`src/rtl/array_pair_host_pkg.sv`:
```
// Shared constants, state encoding and index helper for the array-pair host
// and the copy engine that talks to it.
package array_pair_host_pkg;

  // Array geometry and timeout budget.
  localparam int DEPTH = 10;
  localparam int DW    = 4;
  localparam int IW    = 4;
  localparam int TMO   = 63;

  // Width of the WAIT timer; it must be able to hold TMO itself.
  localparam int TW = $clog2(TMO + 1);

  // Highest legal element index; the engine uses the same constant.
  localparam logic [IW-1:0] IMAX = IW'(DEPTH - 1);

  // One-hot state encoding, legacy-compatible localparam form.
  localparam int SW = 5;
  typedef logic [SW-1:0] state_t;

  localparam state_t LOAD  = 5'b00001;
  localparam state_t RUN   = 5'b00010;
  localparam state_t WAIT  = 5'b00100;
  localparam state_t DRAIN = 5'b01000;
  localparam state_t ACKS  = 5'b10000;
  localparam state_t UNKN  = 5'bxxxxx;

  // True only for a known index inside 0..DEPTH-1. An unknown index makes
  // the comparison unknown, which callers treat as "not in range" by using
  // it as an if-condition.
  function automatic logic idx_ok(input logic [IW-1:0] idx);
    return (idx <= IMAX);
  endfunction

endpackage

```
`src/rtl/array_pair_host_if.sv`:
```
// Bundle of every non-clock signal between the host, the copy engine and
// the upstream/downstream streams.
//
// Handshakes: Load_Valid/Load_Ready and Out_Valid/Out_Ready transfer one
// element on every rising Clk edge where both are high; a valid source holds
// its data stable until that edge. Start and Ack are single-cycle pulses.
// Ns_of_J_Write is a one-cycle write strobe carrying Ms_of_I into N[J].
interface array_pair_host_if;
  import array_pair_host_pkg::*;

  logic          Load_Valid;
  logic [DW-1:0] Load_Data;
  logic          Load_Ready;
  logic          Start;
  logic          Ack;
  logic [IW-1:0] I;
  logic [DW-1:0] Ms_of_I;
  logic [IW-1:0] J;
  logic          Ns_of_J_Write;
  logic          Out_Valid;
  logic [DW-1:0] Out_Data;
  logic          Out_Ready;
  logic          Busy;
  logic          Err;
  state_t        State;

  // Host (responder) side.
  modport slave (
    input  Load_Valid, Load_Data, I, J, Ns_of_J_Write, Out_Ready,
    output Load_Ready, Start, Ack, Ms_of_I, Out_Valid, Out_Data, Busy, Err,
           State
  );

  // Engine plus stream side.
  modport master (
    output Load_Valid, Load_Data, I, J, Ns_of_J_Write, Out_Ready,
    input  Load_Ready, Start, Ack, Ms_of_I, Out_Valid, Out_Data, Busy, Err,
           State
  );

endinterface

```
`src/rtl/array_pair_host_array_bank.sv`:
```
// DEPTH x DW register file: one synchronous write port, one combinational
// read port. Out-of-range or unknown read indices return zero; out-of-range
// writes are dropped.
module array_bank
  import array_pair_host_pkg::*;
(
  input  logic          Clk,
  input  logic          Reset,
  input  logic          Wr_En,
  input  logic [IW-1:0] Wr_Idx,
  input  logic [DW-1:0] Wr_Data,
  input  logic [IW-1:0] Rd_Idx,
  output logic [DW-1:0] Rd_Data
);

  logic [DW-1:0] mem_q [DEPTH];

  // Storage: cleared on reset, written only at legal indices.
  always_ff @(posedge Clk or posedge Reset) begin
    if (Reset) begin
      for (int k = 0; k < DEPTH; k++) begin
        mem_q[k] <= '0;
      end
    end else if (Wr_En && idx_ok(Wr_Idx)) begin
      mem_q[Wr_Idx] <= Wr_Data;
    end
  end

  // Read port: zero unless the index is known and in range.
  always_comb begin
    Rd_Data = '0;
    if (idx_ok(Rd_Idx)) begin
      Rd_Data = mem_q[Rd_Idx];
    end
  end

endmodule

```
`src/rtl/array_pair_host.sv`:
```
// Host side of the M-to-N array-copy engine. Loads M from an upstream
// stream, pulses Start, collects the engine's N[J] writes (with a timeout),
// streams N downstream and finally pulses Ack so the engine returns to idle.
module array_pair_host
  import array_pair_host_pkg::*;
(
  input  logic             Clk,
  input  logic             Reset,
  array_pair_host_if.slave bus
);

  state_t        state_q;
  state_t        state_nxt;
  logic [IW-1:0] ld_idx_q;
  logic [IW-1:0] rd_idx_q;
  logic [IW-1:0] wr_cnt_q;
  logic [TW-1:0] timer_q;
  logic          start_q;
  logic          ack_q;
  logic          err_q;

  logic          in_load;
  logic          in_run;
  logic          in_wait;
  logic          in_drain;
  logic          load_fire;
  logic          load_last;
  logic          out_fire;
  logic          drain_last;
  logic          j_ok;
  logic          wr_hit;
  logic          wr_bad;
  logic          wr_last;
  logic          tmo_hit;
  logic          m_we;
  logic          n_we;
  logic [DW-1:0] m_rd;
  logic [DW-1:0] n_rd;

  assign in_load  = (state_q == LOAD);
  assign in_run   = (state_q == RUN);
  assign in_wait  = (state_q == WAIT);
  assign in_drain = (state_q == DRAIN);

  // Upstream load handshake; the element at IMAX closes the load phase.
  assign load_fire = in_load && bus.Load_Valid;
  assign load_last = load_fire && (ld_idx_q == IMAX);

  // Downstream drain handshake; the element at IMAX closes the drain phase.
  assign out_fire   = in_drain && bus.Out_Ready;
  assign drain_last = out_fire && (rd_idx_q == IMAX);

  // Engine writes: only legal indices during WAIT land in N. Anything else
  // (bad index, or a strobe in any other state) is flagged as an error.
  assign j_ok    = idx_ok(bus.J);
  assign wr_hit  = in_wait && bus.Ns_of_J_Write && j_ok;
  assign wr_bad  = bus.Ns_of_J_Write && !(in_wait && j_ok);
  assign wr_last = wr_hit && (wr_cnt_q == IW'(DEPTH - 1));

  // Timer reaches TMO on the edge that ends the TMO-th WAIT cycle.
  assign tmo_hit = in_wait && (timer_q == TW'(TMO - 1));

  assign m_we = load_fire;
  assign n_we = wr_hit;

  // Source array M: filled by the loader, read by the engine through I.
  array_bank u_m_bank (
    .Clk     (Clk),
    .Reset   (Reset),
    .Wr_En   (m_we),
    .Wr_Idx  (ld_idx_q),
    .Wr_Data (bus.Load_Data),
    .Rd_Idx  (bus.I),
    .Rd_Data (m_rd)
  );

  // Destination array N: written by the engine at J with M[I], read by the
  // drain stream at RdIdx.
  array_bank u_n_bank (
    .Clk     (Clk),
    .Reset   (Reset),
    .Wr_En   (n_we),
    .Wr_Idx  (bus.J),
    .Wr_Data (m_rd),
    .Rd_Idx  (rd_idx_q),
    .Rd_Data (n_rd)
  );

  // Next-state logic for the five-phase job sequence.
  always_comb begin
    state_nxt = state_q;
    case (state_q)
      LOAD:    if (load_last) state_nxt = RUN;
      RUN:     state_nxt = WAIT;
      WAIT:    if (wr_last || tmo_hit) state_nxt = DRAIN;
      DRAIN:   if (drain_last) state_nxt = ACKS;
      ACKS:    state_nxt = LOAD;
      default: state_nxt = LOAD;
    endcase
  end

  // State register plus registered Moore pulses for Start and Ack.
  always_ff @(posedge Clk or posedge Reset) begin
    if (Reset) begin
      state_q <= LOAD;
      start_q <= 1'b0;
      ack_q   <= 1'b0;
    end else begin
      state_q <= state_nxt;
      start_q <= (state_nxt == RUN);
      ack_q   <= (state_nxt == ACKS);
    end
  end

  // Load index: advances per accepted element, wraps to 0 after IMAX.
  always_ff @(posedge Clk or posedge Reset) begin
    if (Reset) begin
      ld_idx_q <= '0;
    end else if (load_fire) begin
      ld_idx_q <= load_last ? '0 : ld_idx_q + 1'b1;
    end
  end

  // Drain index: advances per accepted output, wraps to 0 after IMAX.
  always_ff @(posedge Clk or posedge Reset) begin
    if (Reset) begin
      rd_idx_q <= '0;
    end else if (out_fire) begin
      rd_idx_q <= drain_last ? '0 : rd_idx_q + 1'b1;
    end
  end

  // Write counter: cleared at job start, counts valid writes, saturates.
  always_ff @(posedge Clk or posedge Reset) begin
    if (Reset) begin
      wr_cnt_q <= '0;
    end else if (in_run) begin
      wr_cnt_q <= '0;
    end else if (wr_hit && (wr_cnt_q != IW'(DEPTH))) begin
      wr_cnt_q <= wr_cnt_q + 1'b1;
    end
  end

  // WAIT timer: cleared at job start, counts WAIT cycles, saturates at TMO.
  always_ff @(posedge Clk or posedge Reset) begin
    if (Reset) begin
      timer_q <= '0;
    end else if (in_run) begin
      timer_q <= '0;
    end else if (in_wait && (timer_q != TW'(TMO))) begin
      timer_q <= timer_q + 1'b1;
    end
  end

  // Sticky error: set by stray/bad writes or timeout, cleared only in RUN.
  // A stray strobe during RUN itself still wins over the clear.
  always_ff @(posedge Clk or posedge Reset) begin
    if (Reset) begin
      err_q <= 1'b0;
    end else if (wr_bad || tmo_hit) begin
      err_q <= 1'b1;
    end else if (in_run) begin
      err_q <= 1'b0;
    end
  end

  assign bus.Load_Ready = in_load;
  assign bus.Start      = start_q;
  assign bus.Ack        = ack_q;
  assign bus.Ms_of_I    = m_rd;
  assign bus.Out_Valid  = in_drain;
  assign bus.Out_Data   = n_rd;
  assign bus.Busy       = !in_load;
  assign bus.Err        = err_q;
  assign bus.State      = state_q;

endmodule

```
`src/flat_wrapper.sv`:
```
// flat-port wrapper written by rule: the top's interface ports become plain ports
module array_pair_host_flat import array_pair_host_pkg::*;
  (Clk, Reset, bus_Load_Valid, bus_Load_Data, bus_I, bus_J, bus_Ns_of_J_Write, bus_Out_Ready, bus_Load_Ready, bus_Start, bus_Ack, bus_Ms_of_I, bus_Out_Valid, bus_Out_Data, bus_Busy, bus_Err, bus_State);
  array_pair_host_if bus_i ();
  input  logic Clk;
  input  logic Reset;
  input wire logic [$bits(bus_i.Load_Valid)-1:0] bus_Load_Valid;
  input wire logic [$bits(bus_i.Load_Data)-1:0] bus_Load_Data;
  input wire logic [$bits(bus_i.I)-1:0] bus_I;
  input wire logic [$bits(bus_i.J)-1:0] bus_J;
  input wire logic [$bits(bus_i.Ns_of_J_Write)-1:0] bus_Ns_of_J_Write;
  input wire logic [$bits(bus_i.Out_Ready)-1:0] bus_Out_Ready;
  output wire logic [$bits(bus_i.Load_Ready)-1:0] bus_Load_Ready;
  output wire logic [$bits(bus_i.Start)-1:0] bus_Start;
  output wire logic [$bits(bus_i.Ack)-1:0] bus_Ack;
  output wire logic [$bits(bus_i.Ms_of_I)-1:0] bus_Ms_of_I;
  output wire logic [$bits(bus_i.Out_Valid)-1:0] bus_Out_Valid;
  output wire logic [$bits(bus_i.Out_Data)-1:0] bus_Out_Data;
  output wire logic [$bits(bus_i.Busy)-1:0] bus_Busy;
  output wire logic [$bits(bus_i.Err)-1:0] bus_Err;
  output wire logic [$bits(bus_i.State)-1:0] bus_State;
  assign bus_i.Load_Valid = bus_Load_Valid;
  assign bus_i.Load_Data = bus_Load_Data;
  assign bus_i.I = bus_I;
  assign bus_i.J = bus_J;
  assign bus_i.Ns_of_J_Write = bus_Ns_of_J_Write;
  assign bus_i.Out_Ready = bus_Out_Ready;
  assign bus_Load_Ready = bus_i.Load_Ready;
  assign bus_Start = bus_i.Start;
  assign bus_Ack = bus_i.Ack;
  assign bus_Ms_of_I = bus_i.Ms_of_I;
  assign bus_Out_Valid = bus_i.Out_Valid;
  assign bus_Out_Data = bus_i.Out_Data;
  assign bus_Busy = bus_i.Busy;
  assign bus_Err = bus_i.Err;
  assign bus_State = bus_i.State;
  array_pair_host u_core (.Clk(Clk), .Reset(Reset), .bus(bus_i));
endmodule
```
`config.mk`:
```
export PLATFORM = sky130hd
export DESIGN_NAME = array_pair_host_flat
export DESIGN_NICKNAME = d
export VERILOG_FILES = /design/src/rtl/array_pair_host_pkg.sv /design/src/rtl/array_pair_host_if.sv /design/src/rtl/array_pair_host_array_bank.sv /design/src/rtl/array_pair_host.sv /design/src/flat_wrapper.sv
export SDC_FILE = /design/constraint.sdc
export NUM_CORES = 1
export LEC_CHECK = 0
export BUFFER_PORTS_ARGS = -buffer_cell sky130_fd_sc_hd__buf_4
export CELL_PAD_IN_SITES_DETAIL_PLACEMENT = 1
export CELL_PAD_IN_SITES_GLOBAL_PLACEMENT = 1
export CORE_MARGIN = 2
export CORE_UTILIZATION = 45
export CTS_BUF_LIST = sky130_fd_sc_hd__clkbuf_4
export CTS_CLUSTER_SIZE = 30
export DETAILED_ROUTE_END_ITERATION = 8
export HOLD_SLACK_MARGIN = 0.02
export PLACE_DENSITY = 0.84
export SETUP_SLACK_MARGIN = 0.02
export SYNTH_ARGS = -nofsm -noshare
export SYNTH_HDL_FRONTEND = slang
export SYNTH_SLANG_ARGS = --single-unit
```
`constraint.sdc`:
```
create_clock -name Clk -period 4 [get_ports Clk]
set_input_delay 0.6 -clock Clk [delete_from_list [all_inputs] [get_ports Clk]]
set_output_delay 0.6 -clock Clk [all_outputs]
set_load 0.005 [all_outputs]
```
**Word level (Yosys, flattened, before mapping)**

Index checks and enable logic that the tools add are counted.

- Equal/unequal tests: 12
- Bitwise gates (word level): 4
- Reduce and logical (&&, ||, !) cells: 23
- Multiplexer cells: 26
- Add/subtract/negate cells: 4
- $lt $le $gt $ge: 10

Operator list:

| cell | count |
|---|---|
| $bwmux W40 | 2 |
| $mux W4 | 12 |
| $bmux W4 S4 | 2 |
| $demux W4 S4 | 2 |
| $ge A5 B5 Y1 const B | 4 |
| $not A4 Y5 | 4 |
| $pmux W5 S4 | 1 |
| $le A4 B4 Y1 const B | 4 |
| $logic_and A1 B1 Y1 | 16 |
| $mux W5 | 3 |
| $add A4 B1 Y4 const B | 3 |
| $eq A4 B4 Y1 const B | 3 |
| $mux W6 | 2 |
| $eq A5 B2 Y1 const B | 2 |
| $lt A5 B1 Y1 const B | 2 |
| $add A6 B1 Y6 const B | 1 |
| $eq A6 B6 Y1 const B | 1 |
| $ne A6 B6 Y1 const B | 1 |
| $reduce_bool A2 Y1 | 3 |
| $eq A5 B1 Y1 const B | 1 |
| $eq A5 B3 Y1 const B | 1 |
| $eq A5 B4 Y1 const B | 1 |
| $eq A5 B5 Y1 const B | 1 |
| $ne A4 B4 Y1 const B | 1 |
| 3 further kinds | 6 |

- Output and inout bits: 19
- Input port bits: 17
- Bits in registers: 106

**Logic depth before layout (Yosys ltp)**

Gate-level depths: netlist (run 1).

- Word-level depth: 8
- Mapped depth: 7
- Gate-level depth less buffers: 6

**Cells and area by module**

Synthesis (run 1) repeated with hierarchy kept, for this count alone.

- Cell total of the unflattened synthesis: 415
- Area total of the unflattened synthesis: 5262.5 sq um

Modules (own cells, without submodules):

| module | area each (sq um) | cells an instance | instances |
|---|---|---|---|
| array_bank | 1923.1 | 135 | 2 |
| array_pair_host | 1416.4 | 145 | 1 |

**Worst setup path after synthesis (run 1)**

No wires, ideal clock.

- Kind: input to output
- From: in bus_I[0]
- To: out bus_Ms_of_I[2]
- Path buffers: 2
- Stages: 6
- Data arrival time: 1.815 ns
- Setup slack: 1.585 ns
- Cells stage by stage: buf_4 > mux4_2 > nand2b_1 > a22oi_1 > buf_2 > inv_1

- Cells in the longest elaborated chain, start to end: 5
- Elaborated cells on any way between the ends: 6
- Those cells by class: 1 x order compare; 4 x mux; 1 x bitwise

Ends and longest elaborated chain:

| item | line | RTL |
|---|---|---|
| from (decl) | flat_wrapper.sv:9 | `input wire logic [$bits(bus_i.I)-1:0] bus_I;` |
| $not A4 Y5 (not written as such) | array_pair_host_array_bank.sv:33 | `Rd_Data = mem_q[Rd_Idx];` |
| $bmux W4 S4 | array_pair_host_array_bank.sv:33 |  |
| $mux W4 (not written as such) (2 in series) | array_pair_host_array_bank.sv:33 |  |
| $mux W4 (*) | array_pair_host_array_bank.sv:32 | `if (idx_ok(Rd_Idx)) begin` |
| to (decl) | flat_wrapper.sv:16 | `output wire logic [$bits(bus_i.Ms_of_I)-1:0] bus_Ms_of_I;` |

Every way passes the cells marked *; elsewhere a longest branch is shown, timed or not. The select of a mux whose other input is x is not followed.

**Final worst setup path (run 1)**

- From: reg u_core.rd_idx_q[0]
- To: out bus_Out_Data[0]

- Cells in the longest elaborated chain, start to end: 5
- Elaborated cells on any way between the ends: 6
- Those cells by class: 1 x order compare; 4 x mux; 1 x bitwise

Ends and longest elaborated chain:

| item | line | RTL |
|---|---|---|
| from (decl) | array_pair_host.sv:15 | `logic [IW-1:0] rd_idx_q;` |
| from (signal assigned) | array_pair_host.sv:129 | `rd_idx_q <= drain_last ? '0 : rd_idx_q + 1'b1;` |
| $not A4 Y5 (not written as such) | array_pair_host_array_bank.sv:33 |  |
| $bmux W4 S4 | array_pair_host_array_bank.sv:33 |  |
| $mux W4 (not written as such) (2 in series) | array_pair_host_array_bank.sv:33 |  |
| $mux W4 (*) | array_pair_host_array_bank.sv:32 |  |
| to (decl) | flat_wrapper.sv:18 | `output wire logic [$bits(bus_i.Out_Data)-1:0] bus_Out_Data;` |

Marked as above.

==> results.json, run 1 <==
{
  "numPortBuffers": 35,
  "ys_types": 53,
  "clock_sinks": 106,
  "end_kind": "output port",
  "hold-worst-slack_ns": 0.3701,
  "worstMarginPinSlew_ns": 1.102,
  "synth_area_sq_um": 5344,
  "maxSlewViolCount": 0,
  "hold_class": "input pin to asynchronous set/reset pin",
  "grt_use_total_pct": 21.09,
  "ant_nets": 0,
  "crit_slowest_cell": "dfrtp_1",
  "clk_latency_ns": 0.50,
  "swShare_pct": 32.76,
  "cts-root-buf": "clkbuf_4",
  "clock.fmax_ghz": 0.3122,
  "place_ws_ns": 0.8317,
  "r2r_start": "u_core.bus.State[2]$_DFF_PP0_",
  "status": "finished with violations",
  "synth_edf_count": 0,
  "start_util_pct": 46.40,
  "rsz0062_at_grt": "false",
  "clk_pin_slew_ns": 0.19,
  "synthDominantCellAreaShare_pct": 49.17,
  "setup_viol": 0,
  "gp_congestion": 0.7912,
  "timing.setup.tns_ns": 0,
  "cp_cell_sequence": "inv_1 -> ha_1 -> o21ai_0 -> o21ai_0 -> buf_4",
  "grt_pass1_wl_mm": 21.11,
  "grt_pass1_vias": 4129,
  "core_region_area_sq_um": 11520,
  "dp_hpwl_mm": 9.209,
  "drive_above_1_share_pct": 26.07,
  "post-cts-setup-buffers": 0,
  "syn_nets": 484,
  "cp-startpoint": "u_core.rd_idx_q[0]$_DFFE_PP0P_",
  "ios": 36,
  "hold_buffers": 0,
  "p_leak_nw": 2.679,
  "cp_common_cell": "o21ai_0",
  "numCtsBuffers": 9,
  "combinationalPowerShare_pct": 26.3,
  "die_w_um": 113.0,
  "r2r_slack_ns": 1.37,
  "critPathRequiredTime_ns": 3.40,
  "critical_path_class": "flop to output port",
  "ctsResizeCount": 0,
  "vias": 3743,
  "period_share_pct": 80.09,
  "start_kind": "flop",
  "fill_cells": 1222,
  "crit_fanout": 17,
  "p_sw_mw": 0.9136,
  "dieHeight_um": 113.0,
  "power_frac_seq_pct": 52.3,
  "finClkSkew_ns": 0.02652,
  "area.growth.synth_to_final_pct": 9.834,
  "grt_max_degree": 91,
  "vias_per_cell": 5.894,
  "max_slew_margin_pct": 26.55,
  "nets": 515,
  "clk_path_buf_depth": 2,
  "hold_viol_final": 0,
  "synthFlopType": "dfrtp_1",
  "cts_tree": "done",
  "final_cell_mix": "dfrtp_1 (105), nor2_1 (42), mux2_2 (40)",
  "drt-total-wl_mm": 12.57,
  "drt-pass1-iter-count": 6,
  "dp_cells": 618,
  "power_density_nw_per_um2": 475.1,
  "violations": "design-rule violations",
  "dieArea_sq_um": 12760,
  "layout_commonest_cell": "dfrtp_1",
  "utilization_pct": 50.97,
  "drt-initial-drc-count": 161,
  "fin_cells": 635,
  "ys_top_cells_by_area": "dfrtp_1 (49%), mux2_2 (8.4%), mux4_2 (5.1%)",
  "htreeDepth": 3,
  "arrival_ns": 2.60,
  "cpPeakStageDelay_ns": 0.97,
  "fin_ws_ns": 0.7965,
  "maxCapViolations": 0,
  "fp-row-count": 39,
  "synth_area_leader_cell": "dfrtp_1",
  "async_flop_share_pct": 100.0,
  "pwr-share-clk_pct": 21.5,
  "ys_seq_area_share_pct": 49.66,
  "antenna_found_initial": 1,
  "globalRouteOverflowTotal": 0,
  "avgSynthCellArea_sq_um": 11.74,
  "synth_warnings": 0,
  "route.detailed.drc": 3,
  "irDropWorstVdd_mv": 0.3031,
  "postSynthCellCount": 455,
  "ys_ff_latch": 106,
  "p_int_mw": 1.875,
  "wl_per_cell_um": 19.79,
  "fin_crit_ns": 3.204
}
## sequential cells by signal (all words and copies together) (netlist names)
signal,count
u_core.u_n_bank.mem_q,40
u_core.wr_cnt_q,4
u_core.bus.Err,1
u_core.bus.State,5
u_core.timer_q,6
u_core.bus.Ack,1
u_core.bus.Start,1
u_core.ld_idx_q,4
u_core.rd_idx_q,4
u_core.u_m_bank.mem_q,40
## layer usage
metal	part of all wire [%]	track usage, %	up-vias
li1	-	-	1701
met1	42	25.66	1966
met2	53	37.71	57
met3	3.0	4.124	19
met4	1.8	7.073	0
met5	0	0	-
## cells in the mapped netlist (all sizes together) (2+ instances only)
master	number
nand2	15
or3b	2
nor4	4
dfrtp	105
ha	12
nand2b	5
nor2b	3
mux4	12
mux2i	21
nand4b	2
a21boi	4
clkbuf	2
nor3b	2
nand4	4
o21ai	17
o31ai	2
inv	26
nor2	42
a221oi	4
mux2	46
buf	17
a21oi	39
a22oi	5
nand3	19
and2	5
or3	3
nand3b	6
nor3	15
o211ai	2
## power groups by stage
| stage | clock (mW) | combinational [mW] | sequential [mW] |
|---|---|---|---|
| after detailed placement | 0 | 0.739 | 1.48 |
| after global routing | 0.650 | 0.811 | 1.49 |
| after global placement | 0 | 0.694 | 1.46 |
| after CTS | 0.617 | 0.742 | 1.45 |
| final | 0.599 | 0.733 | 1.46 |
| after floorplan | 0 | 0.577 | 1.41 |
## path summary, 6_finish.rpt
path	endpoint	cells after the start
hold / removal	u_core.timer_q[5]$_DFFE_PP0P_	2
hold reg to reg	u_core.u_m_bank.mem_q[13]$_DFFE_PP0P_	1
setup reg to reg	u_core.u_m_bank.mem_q[35]$_DFFE_PP0P_	4
setup / recovery	bus_Out_Data[0]	5
min in group Clk	u_core.u_m_bank.mem_q[13]$_DFFE_PP0P_	2
max in group asynchronous	u_core.u_n_bank.mem_q[29]$_DFFE_PP0P_	3
## layout make-up
type                       count  area, sq um  share of cell area [%]
timing repair buffer          39        292.8                   4.988
clock inverter                 7        85.08                   1.450
tap                          143        178.9                   3.048
sequential                   106         2654                   45.21
multi-input combinational    304         2489                   42.40
clock buffer                   9        67.56                   1.151
antenna                        1        2.502                 0.04263
inverter                      26        100.1                   1.705
## stage by stage
| stage | power [mW] | instance area (sq um) |
|---|---|---|
| after global routing | 2.951 | 5869 |
| final | 2.789 | 5869 |
| after detailed placement | 2.217 | 5714 |
| after global placement | 2.152 | 5714 |
| after CTS | 2.813 | 5867 |
| after floorplan | 1.987 | 5344 |
## worst max-delay path: cells and delay by family, from the launching register on
| family | cells | cell delay [ns] |
|---|---|---|
| buffers and inverters | 2 | 0.32 |
| DFF | 1 | 0.97 |
| adders and majority gates | 1 | 0.24 |
| AOI/OAI and AO/OA | 2 | 0.58 |
## cell families after synthesis
| family | after synthesis | synth area share, % |
|---|---|---|
| compound gates | 80 | 8.897 |
| fa+ha+maj | 12 | 2.810 |
| buf+inv | 45 | 3.770 |
| flops | 106 | 49.66 |
| mux | 79 | 18.68 |
| simple gates | 133 | 16.18 |
Note: power is estimated with default switching activity, not from simulation.
==> run 2: changes to the inputs <==
--- a/config.mk
+++ b/config.mk
@@ -14,7 +14,7 @@
 export CTS_CLUSTER_SIZE = 30
 export DETAILED_ROUTE_END_ITERATION = 8
 export HOLD_SLACK_MARGIN = 0.02
-export PLACE_DENSITY = 0.84
+export PLACE_DENSITY = 0.87
 export SETUP_SLACK_MARGIN = 0.02
 export SYNTH_ARGS = -nofsm -noshare
 export SYNTH_HDL_FRONTEND = slang
==> constraint.sdc (replaced) <==
create_clock -name Clk -period 2.7 [get_ports Clk]
set_input_delay 0.405 -clock Clk [delete_from_list [all_inputs] [get_ports Clk]]
set_output_delay 0.405 -clock Clk [all_outputs]
set_load 0.005 [all_outputs]
==> run 2 against run 1 <==
Net effect: the run still ends with design-rule violations left; core utilization increased by 0.84 points; cell count increased by 0.79%; flip-flop and latch count unchanged; cell area is 1.6% higher; first-iteration DRC count is 3.7% lower; critical path depth decreased by 1; power increased by 52%; non-clock buffer count grew 7; largest cell class unchanged; combinational power up 49%.
==> results.json, run 2 (synthesis results as in run 1) <==
{
  "start_util_pct": 46.40,
  "max_slew_margin_pct": 51.48,
  "power_frac_seq_pct": 51.1,
  "maxSlewViolCount": 0,
  "r2r_start": "u_core.bus.State[2]$_DFF_PP0_",
  "gp_congestion": 0.8361,
  "end_kind": "output port",
  "fill_cells": 1228,
  "route.detailed.drc": 2,
  "drt-pass1-iter-count": 6,
  "htreeDepth": 3,
  "setup_viol": 0,
  "grt_use_total_pct": 20.90,
  "hold_viol_final": 0,
  "worstMarginPinSlew_ns": 0.7278,
  "timing.setup.tns_ns": 0,
  "cp.buffers_inverters": 1,
  "power_density_nw_per_um2": 708.3,
  "numCtsBuffers": 9,
  "clk_pin_slew_ns": 0.15,
  "cts_tree": "done",
  "ios": 36,
  "final_cell_mix": "dfrtp_1 (103), buf_4 (44), nor2_1 (42)",
  "clock.fmax_ghz": 0.3983,
  "layout_commonest_cell": "dfrtp_1",
  "cpPeakStageDelay_ns": 0.60,
  "wl_per_cell_um": 19.47,
  "p_sw_mw": 1.274,
  "nets": 522,
  "rsz0062_at_grt": "false",
  "fp-row-count": 39,
  "vias": 3707,
  "grt_pass1_vias": 4065,
  "core_region_area_sq_um": 11520,
  "fin_crit_ns": 2.511,
  "numPortBuffers": 35,
  "antennaDiodeCount": 0,
  "critPathRequiredTime_ns": 2.30,
  "hold_class": "input pin to flop",
  "drt-initial-drc-count": 155,
  "p_leak_nw": 2.717,
  "combinationalPowerShare_pct": 25.9,
  "place_ws_ns": 0.2819,
  "grt_pass1_wl_mm": 21.16,
  "clk_latency_ns": 0.47,
  "utilization_pct": 51.80,
  "rr_worst_depth": 4,
  "cp_top_family": "flip-flops",
  "cts-root-buf": "clkbuf_4",
  "finClkSkew_ns": 0.01117,
  "violations": "design-rule violations",
  "maxCapViolations": 0,
  "fin_ws_ns": 0.1890,
  "dp_cells": 624,
  "post-cts-setup-buffers": 0,
  "p_total_mw": 4.226,
  "r2r_slack_ns": 0.45,
  "globalRouteOverflowTotal": 0,
  "start_kind": "flop",
  "vias_per_cell": 5.792,
  "status": "finished with violations",
  "area.growth.synth_to_final_pct": 11.64,
  "arrival_ns": 2.11,
  "reg_top3": "u_core.u_m_bank.mem_q x40, u_core.u_n_bank.mem_q x40, u_core.timer_q x6",
  "grt_max_degree": 64,
  "irDropWorstVdd_mv": 0.3809,
  "holdCritStartpoint": "bus_Load_Data[0]",
  "holdPathEnd": "u_core.u_m_bank.mem_q[20]$_DFFE_PP0P_",
  "die_w_um": 113.0,
  "drt-total-wl_mm": 12.46,
  "crit_slowest_cell": "dfrtp_4",
  "dieArea_sq_um": 12760,
  "p_int_mw": 2.951,
  "dp_hpwl_mm": 9.328,
  "clk_path_buf_depth": 2,
  "fin_cells": 640,
  "cp_cell_sequence": "mux4_2 -> a22oi_1 -> o21ai_0 -> buf_4",
  "timing.rr.end": "u_core.u_m_bank.mem_q[4]$_DFFE_PP0P_",
  "clock_sinks": 106,
  "crit_fanout": 13,
  "pwr-share-clk_pct": 23.0,
  "swShare_pct": 30.16,
  "hold-worst-slack_ns": 0.2298,
  "dieHeight_um": 113.0,
  "holdPathStages": 2,
  "antenna_found_initial": 0,
  "critical_path_class": "flop to output port",
  "drive_above_1_share_pct": 27.16,
  "placed_area_sq_um": 5773,
  "period_share_pct": 93.00,
  "ant_nets": 0,
  "stdcell_area_sq_um": 5966
}
==> run 2: metal layers <==
metal / vias to the layer above / wire [um] / GRT usage (%)
met3: 15 / 413 / 4.606
met2: 56 / 6491 / 37.67
met4: 0 / 197 / 5.528
li1: 1708 / - / -
met5: - / 0 / 0
met1: 1928 / 5359 / 25.45
==> run 2: final cells by class <==
class,count,area (sq um),share of cell area [%]
Timing Repair Buffer,46,360.3,6.040
Multi-Input combinational cell,304,2492,41.78
Inverter,26,101.3,1.699
Sequential cell,106,2659,44.57
Clock inverter,6,106.4,1.783
Clock buffer,9,67.56,1.133
Tap cell,143,178.9,2.999
==> run 2: repair_timing <==
action | CTS | global route
hold endpoints to repair | 22 | 0
setup endpoints to repair | 4 | 4
gates resized for setup | 3 | 2
hold buffers | 1 | 0
==> run 2: power groups by stage <==
| stage | Clock [mW] | Sequential, mW | Combinational, mW |
|---|---|---|---|
| after detailed placement | 0 | 2.19 | 1.11 |
| after global routing | 1.06 | 2.20 | 1.20 |
| after global placement | 0 | 2.15 | 1.04 |
| after floorplan | 0 | 2.09 | 0.855 |
| after CTS | 1.01 | 2.16 | 1.11 |
| final | 0.972 | 2.16 | 1.09 |
==> run 2: worst max path at each step <==
| stage | from | end | slack [ns] | cells after the start |
|---|---|---|---|---|
| finish | u_core.rd_idx_q[0]$_DFFE_PP0P_ | bus_Out_Data[3] | 0.19 | 4 |
| global route | u_core.rd_idx_q[0]$_DFFE_PP0P_ | bus_Out_Data[3] | 0.04 | 4 |
| CTS | u_core.rd_idx_q[0]$_DFFE_PP0P_ | bus_Out_Data[3] | 0.07 | 4 |
| detailed placement | u_core.rd_idx_q[0]$_DFFE_PP0P_ | bus_Out_Data[0] | 0.28 | 5 |
| global placement | bus_I[0] | bus_Ms_of_I[0] | 0.43 | 7 |
| floorplan | bus_I[0] | bus_Ms_of_I[2] | 0.68 | 6 |
